--- config.mk ---
export PLATFORM = sky130hd
export DESIGN_NAME = traffic_light_monitor_flat
export DESIGN_NICKNAME = d
export VERILOG_FILES = /design/src/rtl/traffic_light_monitor_if.sv /design/src/rtl/traffic_light_monitor.sv /design/src/flat_wrapper.sv
export SDC_FILE = /design/constraint.sdc
export NUM_CORES = 1
export LEC_CHECK = 0
export ABC_AREA = 1
export CORE_MARGIN = 1.5
export CORE_UTILIZATION = 49
export CTS_CLUSTER_DIAMETER = 60
export CTS_CLUSTER_SIZE = 12
export DETAILED_ROUTE_END_ITERATION = 12
export PLACE_DENSITY = 0.86
export SLEW_MARGIN = 5
export SYNTH_ARGS = -nofsm -noshare
export SYNTH_HDL_FRONTEND = slang
export SYNTH_SLANG_ARGS = --single-unit
--- constraint.sdc ---
create_clock -name clk -period 1.6 [get_ports clk]
set_input_delay 0.24 -clock clk [delete_from_list [all_inputs] [get_ports clk]]
set_output_delay 0.24 -clock clk [all_outputs]
set_load 0.01 [all_outputs]
--- src/rtl/traffic_light_monitor_if.sv ---
// traffic_light_monitor_if: light-code inputs and decoded phase/violation outputs of the monitor.
interface traffic_light_monitor_if;
    logic        X;
    logic [2:0]  cntry;
    logic [2:0]  hghwy;
    logic [2:0]  phase;
    logic        err_pulse;
    logic [2:0]  err_code;
    logic        err_sticky;
    logic [15:0] cycle_cnt;
    modport master (output X, cntry, hghwy, input phase, err_pulse, err_code, err_sticky, cycle_cnt);
    modport slave  (input X, cntry, hghwy, output phase, err_pulse, err_code, err_sticky, cycle_cnt);
endinterface

--- src/rtl/traffic_light_monitor.sv ---
// traffic_light_monitor: tracks the light phase sequence and flags code, pairing, ordering,
// dwell and sensor-timeout violations from registered light samples.
module traffic_light_monitor #(
    parameter int MIN_YEL    = 3,
    parameter int MIN_ALLRED = 2,
    parameter int X_TO       = 4
) (
    input logic clk,
    input logic rst,
    traffic_light_monitor_if.slave bus
);
    typedef enum logic [2:0] {HG = 3'd0, HY = 3'd1, AR = 3'd2, CG = 3'd3, CY = 3'd4, UNSYNC = 3'd7} phase_t;
    localparam logic [7:0] YEL_MIN = 8'(MIN_YEL);
    localparam logic [7:0] AR_MIN  = 8'(MIN_ALLRED);
    localparam logic [7:0] XTO_M1  = 8'(X_TO - 1);
    logic        x_r;
    logic [2:0]  c_r, h_r;
    phase_t      state, state_nxt, pair, succ;
    logic [7:0]  dwell, dwell_nxt, xcnt, xcnt_nxt;
    logic [2:0]  err, err_code;
    logic        err_pulse, err_sticky;
    logic [15:0] cycle_cnt;
    logic        bad_code, resync, synced, moved, x_run, cnt_inc;

    always_ff @(posedge clk or negedge rst) begin
        if (!rst) state <= UNSYNC;
        else      state <= state_nxt;
    end

    always_comb begin
        bad_code = c_r > 3'd2 || h_r > 3'd2;
        pair = (c_r == 3'd0 && h_r == 3'd2) ? HG :
               (c_r == 3'd0 && h_r == 3'd1) ? HY :
               (c_r == 3'd0 && h_r == 3'd0) ? AR :
               (c_r == 3'd2 && h_r == 3'd0) ? CG :
               (c_r == 3'd1 && h_r == 3'd0) ? CY : UNSYNC;
        succ = state == HG ? HY : state == HY ? AR : state == AR ? CG : state == CG ? CY : HG;
        synced  = state != UNSYNC;
        resync  = pair == UNSYNC;
        moved   = synced && !resync && pair != state;
        x_run   = synced && !resync && pair == HG && x_r;
        cnt_inc = moved && state == CY && pair == HG;
        // priority chain: lowest code wins when several rules trip together
        err = bad_code ? 3'd1 :
              resync ? 3'd2 :
              moved && pair != succ ? 3'd3 :
              moved && (state == HY || state == CY) && dwell < YEL_MIN ? 3'd4 :
              moved && state == AR && dwell < AR_MIN ? 3'd5 :
              x_run && xcnt == XTO_M1 ? 3'd6 : 3'd0;
        state_nxt = resync ? UNSYNC : pair;
        dwell_nxt = resync ? 8'd0 : (moved || !synced) ? 8'd1 : dwell == 8'hFF ? dwell : dwell + 8'd1;
        xcnt_nxt  = !x_run ? 8'd0 : xcnt > XTO_M1 ? xcnt : xcnt + 8'd1;
    end

    always_ff @(posedge clk or negedge rst) begin
        if (!rst) begin
            x_r        <= 1'b0;
            c_r        <= 3'd0;
            h_r        <= 3'd0;
            dwell      <= 8'd0;
            xcnt       <= 8'd0;
            err_pulse  <= 1'b0;
            err_code   <= 3'd0;
            err_sticky <= 1'b0;
            cycle_cnt  <= 16'd0;
        end else begin
            x_r       <= bus.X;
            c_r       <= bus.cntry;
            h_r       <= bus.hghwy;
            dwell     <= dwell_nxt;
            xcnt      <= xcnt_nxt;
            err_pulse <= err != 3'd0;
            if (err != 3'd0) begin
                err_code   <= err;
                err_sticky <= 1'b1;
            end
            if (cnt_inc && cycle_cnt != 16'hFFFF) cycle_cnt <= cycle_cnt + 16'd1;
        end
    end

    assign bus.phase      = state;
    assign bus.err_pulse  = err_pulse;
    assign bus.err_code   = err_code;
    assign bus.err_sticky = err_sticky;
    assign bus.cycle_cnt  = cycle_cnt;
endmodule

--- src/flat_wrapper.sv ---
// flat-port wrapper written by rule: the top's interface ports become plain ports
module traffic_light_monitor_flat 
#(
    parameter int MIN_YEL    = 3,
    parameter int MIN_ALLRED = 2,
    parameter int X_TO       = 4
)
  (clk, rst, bus_X, bus_cntry, bus_hghwy, bus_phase, bus_err_pulse, bus_err_code, bus_err_sticky, bus_cycle_cnt);
  traffic_light_monitor_if bus_i ();
  input logic clk;
  input logic rst;
  input wire logic [$bits(bus_i.X)-1:0] bus_X;
  input wire logic [$bits(bus_i.cntry)-1:0] bus_cntry;
  input wire logic [$bits(bus_i.hghwy)-1:0] bus_hghwy;
  output wire logic [$bits(bus_i.phase)-1:0] bus_phase;
  output wire logic [$bits(bus_i.err_pulse)-1:0] bus_err_pulse;
  output wire logic [$bits(bus_i.err_code)-1:0] bus_err_code;
  output wire logic [$bits(bus_i.err_sticky)-1:0] bus_err_sticky;
  output wire logic [$bits(bus_i.cycle_cnt)-1:0] bus_cycle_cnt;
  assign bus_i.X = bus_X;
  assign bus_i.cntry = bus_cntry;
  assign bus_i.hghwy = bus_hghwy;
  assign bus_phase = bus_i.phase;
  assign bus_err_pulse = bus_i.err_pulse;
  assign bus_err_code = bus_i.err_code;
  assign bus_err_sticky = bus_i.err_sticky;
  assign bus_cycle_cnt = bus_i.cycle_cnt;
  traffic_light_monitor #(.MIN_YEL(MIN_YEL), .MIN_ALLRED(MIN_ALLRED), .X_TO(X_TO)) u_core (.clk(clk), .rst(rst), .bus(bus_i));
endmodule
Yosys cells after proc, flatten, opt, wreduce, memory -nomap -nowiden
Cells that the tools add are included.

word-level totals
  bits in registers = 47
  input port bits = 9
  output and inout port bits = 24
  logic and storage cells = 84

cells by class
  add/subtract/negate cells = 3
  $lt $le $gt $ge = 5
  equal/unequal tests = 17
  muxes and demuxes = 21
  reduce and logical (&&, ||, !) cells = 28

operators by type and width
  cell                                                                             number
  3-bit two-way mux                                                                15
  8-bit two-way mux                                                                5
  1-bit logical AND                                                                18
  16-bit by 1-bit adder with 16-bit output, second input constant                  1
  8-bit by 1-bit adder with 8-bit output, second input constant                    2
  8-bit by 2-bit < comparator with 1-bit output, second input constant             2
  16-bit inequality test, second input constant                                    1
  3-bit by 2-bit == test with 1-bit output, second input constant                  4
  3-bit logical NOT                                                                4
  3-bit by 1-bit == test with 1-bit output, second input constant                  3
  8-bit by 2-bit == test with 1-bit output, second input constant                  1
  8-bit == test, second input constant                                             1
  8-bit by 2-bit greater-than comparator with 1-bit output, second input constant  1
  3-bit == test, second input constant                                             2
  3-bit by 2-bit greater-than comparator with 1-bit output, second input constant  2
  3-bit inequality test                                                            2
  1-bit logical OR                                                                 3
  3-bit by 1-bit inequality test with 1-bit output, second input constant          1
  3-bit inequality test, second input constant                                     1
  3-bit nonzero test                                                               1
  1-bit logical NOT                                                                2
  2-bit two-way mux                                                                1
  2-bit inequality test, second input constant                                     1

Depth between registers and ports, before layout
Gate-level depths: netlist of run 1.

  depth after elaboration = 20
  depth in mapped cells = 15
  gate-level depth less buffers = 15

Least setup slack after synthesis of run 1
Ideal clock, no wire load.

  path type = reg-to-reg
  from = register u_core.cycle_cnt[0], in the netlist u_core.bus.cycle_cnt[0]
  to = register u_core.cycle_cnt[15], in the netlist u_core.bus.cycle_cnt[15]
  setup time = 0.122 ns
  arrival = 1.636 ns
  data required time = 1.478 ns
  setup slack = -0.158 ns
  stages on the path, launching flop included = 13
  buffers on the path = 0
  period minus slack after synthesis = 1.758 ns
  cell sequence = dfrtp_1 -> ha_1 -> inv_1 -> nor2_1 -> nand3_1 -> nor3_2 -> nand2_1 -> nand2_2 -> nor2_4 -> nand3_4 -> nor2_4 -> nand2_1 -> xor2_1

on the way
  cells in the longest elaborated chain, start to end = 2
  elaborated cells between the ends (all ways) = 3
  those cells by class = add/sub (1); eq/ne (1); reduce/logical (1)

ends and longest elaborated chain
  item                                                                                              RTL line                     RTL
  from (decl)                                                                                       traffic_light_monitor.sv:22  logic [15:0] cycle_cnt;
  from (signal assigned)                                                                            traffic_light_monitor.sv:77  if (cnt_inc && cycle_cnt != 16'hFFFF) cycle_cnt <= cycle_cnt + 16'd1;
  parallel branches: the longest is 2 deep, another holds 16-bit by 1-bit adder with 16-bit output  n/a

Parallel ways; which one is timed is not known.
A chain may end at the register's enable or synchronous reset.

Final worst setup path of run 1
  from = register u_core.c_r[2]
  to = register u_core.err_code[1], in the netlist u_core.bus.err_code[1]

on the way
  cells in the longest elaborated chain, start to end = 20
  elaborated cells between the ends (all ways) = 37
  those cells by class = order compare (1); eq/ne (5); mux (11); reduce/logical (20)

ends and longest elaborated chain
  item                                      RTL line                     RTL
  from (decl)                               traffic_light_monitor.sv:17  logic [2:0] c_r, h_r;
  from (signal assigned)                    traffic_light_monitor.sv:68  c_r <= bus.cntry;
  3-bit by 1-bit == test with 1-bit output  traffic_light_monitor.sv:36  (c_r == 3'd1 && h_r == 3'd0) ? CY : UNSYNC;
  1-bit logical AND                         traffic_light_monitor.sv:36
  2-bit two-way mux                         traffic_light_monitor.sv:36
  3-bit two-way mux                         traffic_light_monitor.sv:35  (c_r == 3'd2 && h_r == 3'd0) ? CG :
  3-bit two-way mux                         traffic_light_monitor.sv:34  (c_r == 3'd0 && h_r == 3'd0) ? AR :
  3-bit two-way mux                         traffic_light_monitor.sv:33  (c_r == 3'd0 && h_r == 3'd1) ? HY :
  3-bit two-way mux                         traffic_light_monitor.sv:32  pair = (c_r == 3'd0 && h_r == 3'd2) ? HG :
  3-bit == test                             traffic_light_monitor.sv:39  resync = pair == UNSYNC;
  (+4 left out)                             n/a
  1-bit logical AND                         traffic_light_monitor.sv:49  x_run && xcnt == XTO_M1 ? 3'd6 : 3'd0;
  3-bit two-way mux                         traffic_light_monitor.sv:49
  3-bit two-way mux                         traffic_light_monitor.sv:48  moved && state == AR && dwell < AR_MIN ? 3'd5 :
  3-bit two-way mux                         traffic_light_monitor.sv:47  moved && (state == HY || state == CY) && dwell < YEL_MIN ? 3'd4 :
  3-bit two-way mux                         traffic_light_monitor.sv:46  moved && pair != succ ? 3'd3 :
  3-bit two-way mux                         traffic_light_monitor.sv:45  resync ? 3'd2 :
  3-bit two-way mux (*)                     traffic_light_monitor.sv:44  err = bad_code ? 3'd1 :
  3-bit nonzero test                        traffic_light_monitor.sv:73  if (err != 3'd0) begin
  to (signal assigned)                      traffic_light_monitor.sv:74  err_code <= err;
  to (decl)                                 traffic_light_monitor.sv:20  logic [2:0] err, err_code;

Mark *: on every way between the ends. The rest lies on a longest branch, timed or not.

==> results of run 1 <==
-- path summary, 6_finish.rpt --
path                                                 to
worst max-delay path             u_core.bus.err_code[1]
worst min-delay path                      u_core.c_r[0]
worst max register to register   u_core.bus.err_code[1]
worst min register to register    u_core.bus.err_sticky
max in group asynchronous       u_core.bus.cycle_cnt[1]
min in group asynchronous       u_core.bus.cycle_cnt[2]
-- worst max-delay path, cell delays in order, from the launching register on --
cell,delay (ns)
dfrtp_1,0.44
inv_2,0.09
nand2_4,0.07
nor2_4,0.15
nand2_4,0.10
buf_6,0.14
buf_4,0.13
nand3b_1,0.10
nand2_1,0.10
nand3_2,0.09
nand3_2,0.08
nand2_2,0.10
a21oi_4,0.05
or2_1,0.20
nand2_1,0.06
-- synthesized netlist by cell type, types with 2 or more instances --
master	instances
a21oi_1	3
dfrtp_1	44
dfstp_2	3
ha_1	3
inv_1	44
inv_2	4
nand2_1	54
nand2_2	9
nand2_4	2
nand3_1	22
nand3_2	4
nand3b_1	3
nand4_1	3
nor2_1	31
nor2_2	4
nor2_4	5
nor3_1	7
nor3b_1	3
o21ai_0	3
o21ai_1	3
xnor2_1	7
xor2_1	10
-- kinds of logic (layout without fill, tap and decap cells) --
logic type / count (synthesis) / count (layout) / synth area share
buffers and inverters: 48 / 151 / 0.07351
XOR/XNOR: 18 / 18 / 0.06738
flip-flops: 47 / 47 / 0.4814
adder cells (fa/ha/maj): 3 / 3 / 0.01532
AO/OA/AOI/OAI: 14 / 14 / 0.03828
AND/OR/NAND/NOR: 153 / 153 / 0.3241
-- repair_timing --
action,CTS,global route
setup buffers,8,14
endpoints found under the setup margin,29,44
hold buffers,1,0
resized for setup,39,58
pin swaps,8,28
endpoints found under the hold margin,14,0
-- cell type report --
| cell class | instances | area (um2) | area share |
|---|---|---|---|
| Multi-Input combinational cell | 188 | 1376 | 0.3636 |
| Sequential cell | 47 | 1182 | 0.3124 |
| Timing Repair Buffer | 95 | 858.3 | 0.2268 |
| Inverter | 48 | 185.2 | 0.04893 |
| Tap cell | 67 | 83.83 | 0.02215 |
| Clock buffer | 6 | 82.58 | 0.02182 |
| Clock inverter | 2 | 16.27 | 0.004298 |
-- power by group through the flow --
stage          clock (mW)  combinational (mW)  sequential, mW
2_1_floorplan           0              0.0817            1.25
3_5_place_dp            0               0.180            1.24
4_1_cts             0.786               0.197            1.22
6_report            0.776               0.219            1.22
3_3_place_gp            0               0.175            1.24
5_1_grt             0.835               0.240            1.22
-- registers in the layout, summed over array words and instances (netlist names) --
signal	count
u_core.bus.cycle_cnt	16
u_core.bus.err_code	3
u_core.bus.err_pulse	1
u_core.bus.err_sticky	1
u_core.bus.phase	3
u_core.c_r	3
u_core.dwell	8
u_core.h_r	3
u_core.x_r	1
u_core.xcnt	8
-- routing by layer --
metal / vias up / wire [um] / track usage / part of all wire
met5: - / 0 / 0 / 0
met3: 31 / 292 / 0.05624 / 0.042
met2: 79 / 3783 / 0.4254 / 0.54
met4: 0 / 336 / 0.09465 / 0.048
met1: 1110 / 2590 / 0.2573 / 0.37
li1: 1078 / - / - / -
-- stage by stage --
step                instances  utilization  power, mW  setup WS, ns
floorplan                 283            -      1.327       -0.1117
global placement          423       0.6703      1.418       -0.1583
detailed placement        423       0.6703      1.423       -0.1991
CTS                       440       0.7284      2.203       -0.1798
global route              453       0.7909      2.299       -0.4740
finish                    453       0.7909      2.219       -0.3702
==> flow_summary.toml, run 1 <==
[timing]
rsz0062_at_grt = "yes"
setup_viol = 35
fin_crit_sh = 1.231
drv_slew = 0
fin_crit_ns = 1.970
max_freq_ghz = 0.5076
final.setup.worst_slack_ns = -0.3702
holdWs_ns = 0.3611
tightest_slew_ns = 0.4431
setup_tns_ns = -6.915
skew_ns = 0.01298
max_slew_margin = 0.7046
hold_violations = 0

[critical_path]
regToRegStartpoint = "u_core.c_r[2]"
arrival_ns = 2.23
start_kind = "register"
crit_required_ns = 1.86
cp_max_fo = 6
startpoint = "u_core.c_r[2]"
end_kind = "register"
path_class = "register to register"
reg2regPathDepth = 14
reg2reg_slack_ns = -0.37

[logic_synthesis]
yosysWarnings = 0
async_flop_share = 1.000
synth_area_mm2 = 0.002451
synth_area_leaders = "dfrtp_1 45%, nand2_1 8.3%, inv_1 6.7%"
synth_cells = 283
yosys_register_bits = 47
ys_seq_area_frac = 0.4814
syn_avg_cell_area_um2 = 8.661
yosysTopAreaCell = "dfrtp_1"
syn_nets = 295
yosysUniqueCellTypes = 34
synth_top_area_share = 0.4492
synth_ff_type = "dfrtp_1"
synth-edff-count = 0

[hold_path]
hold_path_startpoint = "bus_cntry[0]"
min_path_type = "input pin to register"
worstHoldPathCells = 1

[die]
core.rowCount = 25
core_mm2 = 0.004786
ios = 33
start_util = 0.5122
die_area_mm2 = 0.005435
dieWidth_um = 73.73
die_h_um = 73.73

[placement]
place_congestion = 0.9149
dp_hpwl_mm = 3.691
io_buffers = 32
dpl_cell_area_mm2 = 0.003208

[global_route]
grt_antenna_before_repair = 0
globalRouteOverflowTotal = 0
grt_usage = 0.2332
grt_pass1_vias = 2196
grt_pass1_wl_mm = 9.542
grt_max_degree = 31

[power]
leakage_nw = 2.010
p_seq_frac = 0.551
combPwrFrac = 0.099
internal_power_mw = 1.652
swShare = 0.2556
power_density_mw_per_mm2 = 586.2
netSwitchingPower_uw = 567.0
clkPwrFrac = 0.350
ir_worst_vdd_mv = 0.5466

[cts]
cts.clk_slew.worst_paths_ns = 0.09
clk_latency_ns = 0.32
cts_sinks = 47
cts_tree = "done"
htreeDepth = 2
cts_made_buffers = 5
cts_root_buf = "clkbuf_8"
cts_buffer_depth = 2

[final_layout]
design_area_mm2 = 0.003785
diodes = 0
n_fill_cell = 275
syn2layout_area_growth_pct = 54.42
mostFrequentLayoutCell = "buf_4"
layout.nets = 397
drive_above_1_share = 0.4378
final_cell_mix = "52 x buf_4, 42 x dfrtp_1, 40 x nand2_1, 38 x inv_1, 20 x nand2_2"

[routing]
wire_per_inst_um = 15.46
drt_iter0_drc = 92
num_vias = 2298
viasPerCell = 5.073
ant_nets = 0
drtPass1Iterations = 4
post-route-drc-count = 0
routed_wl_mm = 7.003

[flow_run]
cap_violations = 0

[status]
violations = "setup timing"
outcome = "finished with violations"
(Power assumes the default switching activity.)
==> run 2, diff against run 1 <==
- CORE_UTILIZATION: 49 -> 57
- DONT_BUFFER_PORTS: not set -> 1
- HOLD_SLACK_MARGIN: not set -> 0.03
==> run 2 against run 1 <==
  * The flow still finishes with violations (setup timing)
  * Final area fell by 4.1%
  * Clock power rose by 11%
  * Worst hold slack improved by 0.053 ns
  * Critical path type unchanged
  * Setup slack got worse by 0.44 ns
  * Largest power group unchanged
  * Utilization rose by 10 points
  * Sequential cell count did not move
  * Critical path depth fell by 3
  * Count of clock-buffer cells in the layout rose by 1
==> flow_summary.toml, run 2 (synthesized netlist as in run 1, its figures left out) <==
[routing]
wire_per_inst_um = 24.73
post-route-drc-count = 0
drtPass1Iterations = 6
num_vias = 2745
drt_iter0_drc = 399
ant_nets = 0
routed_wl_mm = 10.39
viasPerCell = 6.536

[placement]
dpl_cell_area_mm2 = 0.002912
dp_hpwl_mm = 4.013
place_congestion = 0.8776
io_buffers = 0

[global_route]
grt_pass1_wl_mm = 13.10
grt_antenna_before_repair = 1
globalRouteOverflowTotal = 0
grt_usage = 0.3975
grt_pass1_vias = 2603
grt_max_degree = 48

[timing]
fin_crit_ns = 2.411
max_slew_margin = 0.6377
tightest_slew_ns = 0.5377
rsz0062_at_grt = "yes"
hold_violations = 0
fin_crit_sh = 1.507
setup_viol = 37
drv_slew = 0
final.setup.worst_slack_ns = -0.8105
holdWs_ns = 0.4139
skew_ns = 0.01537
max_freq_ghz = 0.4148

[final_layout]
syn2layout_area_growth_pct = 48.09
mostFrequentLayoutCell = "buf_4"
diodes = 0
largest_reg_flops = 16
design_area_mm2 = 0.003630
regMostFlops = "u_core.bus.cycle_cnt"
drive_above_1_share = 0.4838
final_cell_mix = "65 x buf_4, 42 x dfrtp_1, 39 x nand2_1, 38 x inv_1, 16 x nand2_2"
largest_registers = "u_core.bus.cycle_cnt (16), u_core.dwell (8), u_core.xcnt (8)"
layout.nets = 381

[flow_run]
cap_violations = 0

[critical_path]
end_kind = "register"
path_buf_inv = 1
reg2reg_to = "u_core.bus.err_code[1]"
cp.depth = 11
path_class = "register to register"
crit_required_ns = 1.84
cp_max_fo = 5
reg2reg_slack_ns = -0.81
path_common_cell = "nand2_1"
critPathTopFamily = "simple AND/OR/NAND/NOR gates"
crit_path_cell_trace = "nand2_1 -> nor2_1 -> nand3_1 -> nand2_1 -> nand3_2 -> nand3_4 -> nand2_4 -> a21oi_4 -> buf_6 -> nand4_1 -> nand2_1"
arrival_ns = 2.65
cpMaxStageDelayCell = "dfstp_2"
reg2regPathDepth = 11
start_kind = "register"
regToRegStartpoint = "u_core.bus.phase[0]"
max_stage_delay_ns = 0.60

[cts]
htreeDepth = 2
cts_made_buffers = 5
cts_sinks = 47
cts.clk_slew.worst_paths_ns = 0.10
clk_latency_ns = 0.33
cts_buffer_depth = 2
cts_tree = "done"
cts_root_buf = "clkbuf_8"

[die]
die_area_mm2 = 0.004703
ios = 33
core_mm2 = 0.004058
start_util = 0.6041
die_h_um = 68.58
dieWidth_um = 68.58
core.rowCount = 23

[power]
power_density_mw_per_mm2 = 649.6
ir_worst_vdd_mv = 0.6909
leakage_nw = 1.869

[status]
violations = "setup timing"
outcome = "finished with violations"

[hold_path]
min_path_type = "input pin to asynchronous set/reset pin"
## run 2: cell types whose count changed in the layout (fill, tap and decap cells not counted), sizes merged
| cell | before | now |
|---|---|---|
| dlygate4sd2 | 4 | 0 |
| clkdlybuf4s50 | 19 | 0 |
| clkbuf | 6 | 7 |
| dlygate4sd3 | 1 | 8 |
| clkdlybuf4s15 | 1 | 0 |
| dlymetal6s2s | 7 | 0 |
| clkinv | 1 | 0 |
| buf | 63 | 71 |
## run 2: worst max-delay path by stage
stage                       startpoint                        to  slack [ns]
2_1_floorplan  u_core.bus.cycle_cnt[0]  u_core.bus.cycle_cnt[15]       -0.11
6_report           u_core.bus.phase[0]    u_core.bus.err_code[1]       -0.81
4_1_cts                  u_core.c_r[1]    u_core.bus.err_code[0]       -0.27
5_1_grt                  u_core.h_r[1]    u_core.bus.err_code[1]       -0.78
3_5_place_dp             u_core.c_r[1]    u_core.bus.err_code[0]       -0.27
3_3_place_gp             u_core.h_r[2]           u_core.dwell[0]       -0.17
## run 2: per-stage QoR
| stage | util | cells | TNS (ns) | worst slack, ns | power [mW] |
|---|---|---|---|---|---|
| after floorplan | - | 283 | -0.3944 | -0.1117 | 1.327 |
| after detailed placement | 0.7175 | 381 | -3.979 | -0.2713 | 1.374 |
| after global routing | 0.8945 | 420 | -15.30 | -0.7764 | 2.391 |
| after global placement | 0.7175 | 381 | -1.305 | -0.1692 | 1.365 |
| after CTS | 0.8171 | 407 | -3.853 | -0.2700 | 2.213 |
| final | 0.8945 | 420 | -13.95 | -0.8105 | 2.358 |
## run 2: per-layer routing
metal / vias to the layer above / wire, um / GRT usage
li1: 1055 / - / -
met1: 1274 / 3220 / 0.4488
met2: 290 / 4869 / 0.6671
met3: 126 / 1237 / 0.09740
met4: 0 / 1059 / 0.2600
met5: - / 0 / 0
## run 2: layout make-up
type	instances	area (um2)
Tap cell	50	62.56
Fill cell	132	427.9
Inverter	48	185.2
Clock inverter	1	7.507
Clock buffer	7	96.34
Multi-Input combinational cell	188	1440
Timing Repair Buffer	79	655.6
Sequential cell	47	1182
## run 2: power by group
| group | internal (mW) | total, mW | switching (mW) | leakage [nW] |
|---|---|---|---|---|
| logic | 0.101 | 0.267 | 0.166 | 1.21 |
| registers | 1.21 | 1.23 | 0.0237 | 0.612 |
| clock network | 0.394 | 0.861 | 0.467 | 0.0505 |
| total | 1.70 | 2.36 | 0.656 | 1.87 |
## run 2: what timing repair did
action	CTS	global route
setup buffers	9	14
endpoints found under the setup margin	36	37
pin swaps	6	26
hold buffers	9	0
cloned	0	0
hold endpoints to repair	54	0
resized for setup	34	53
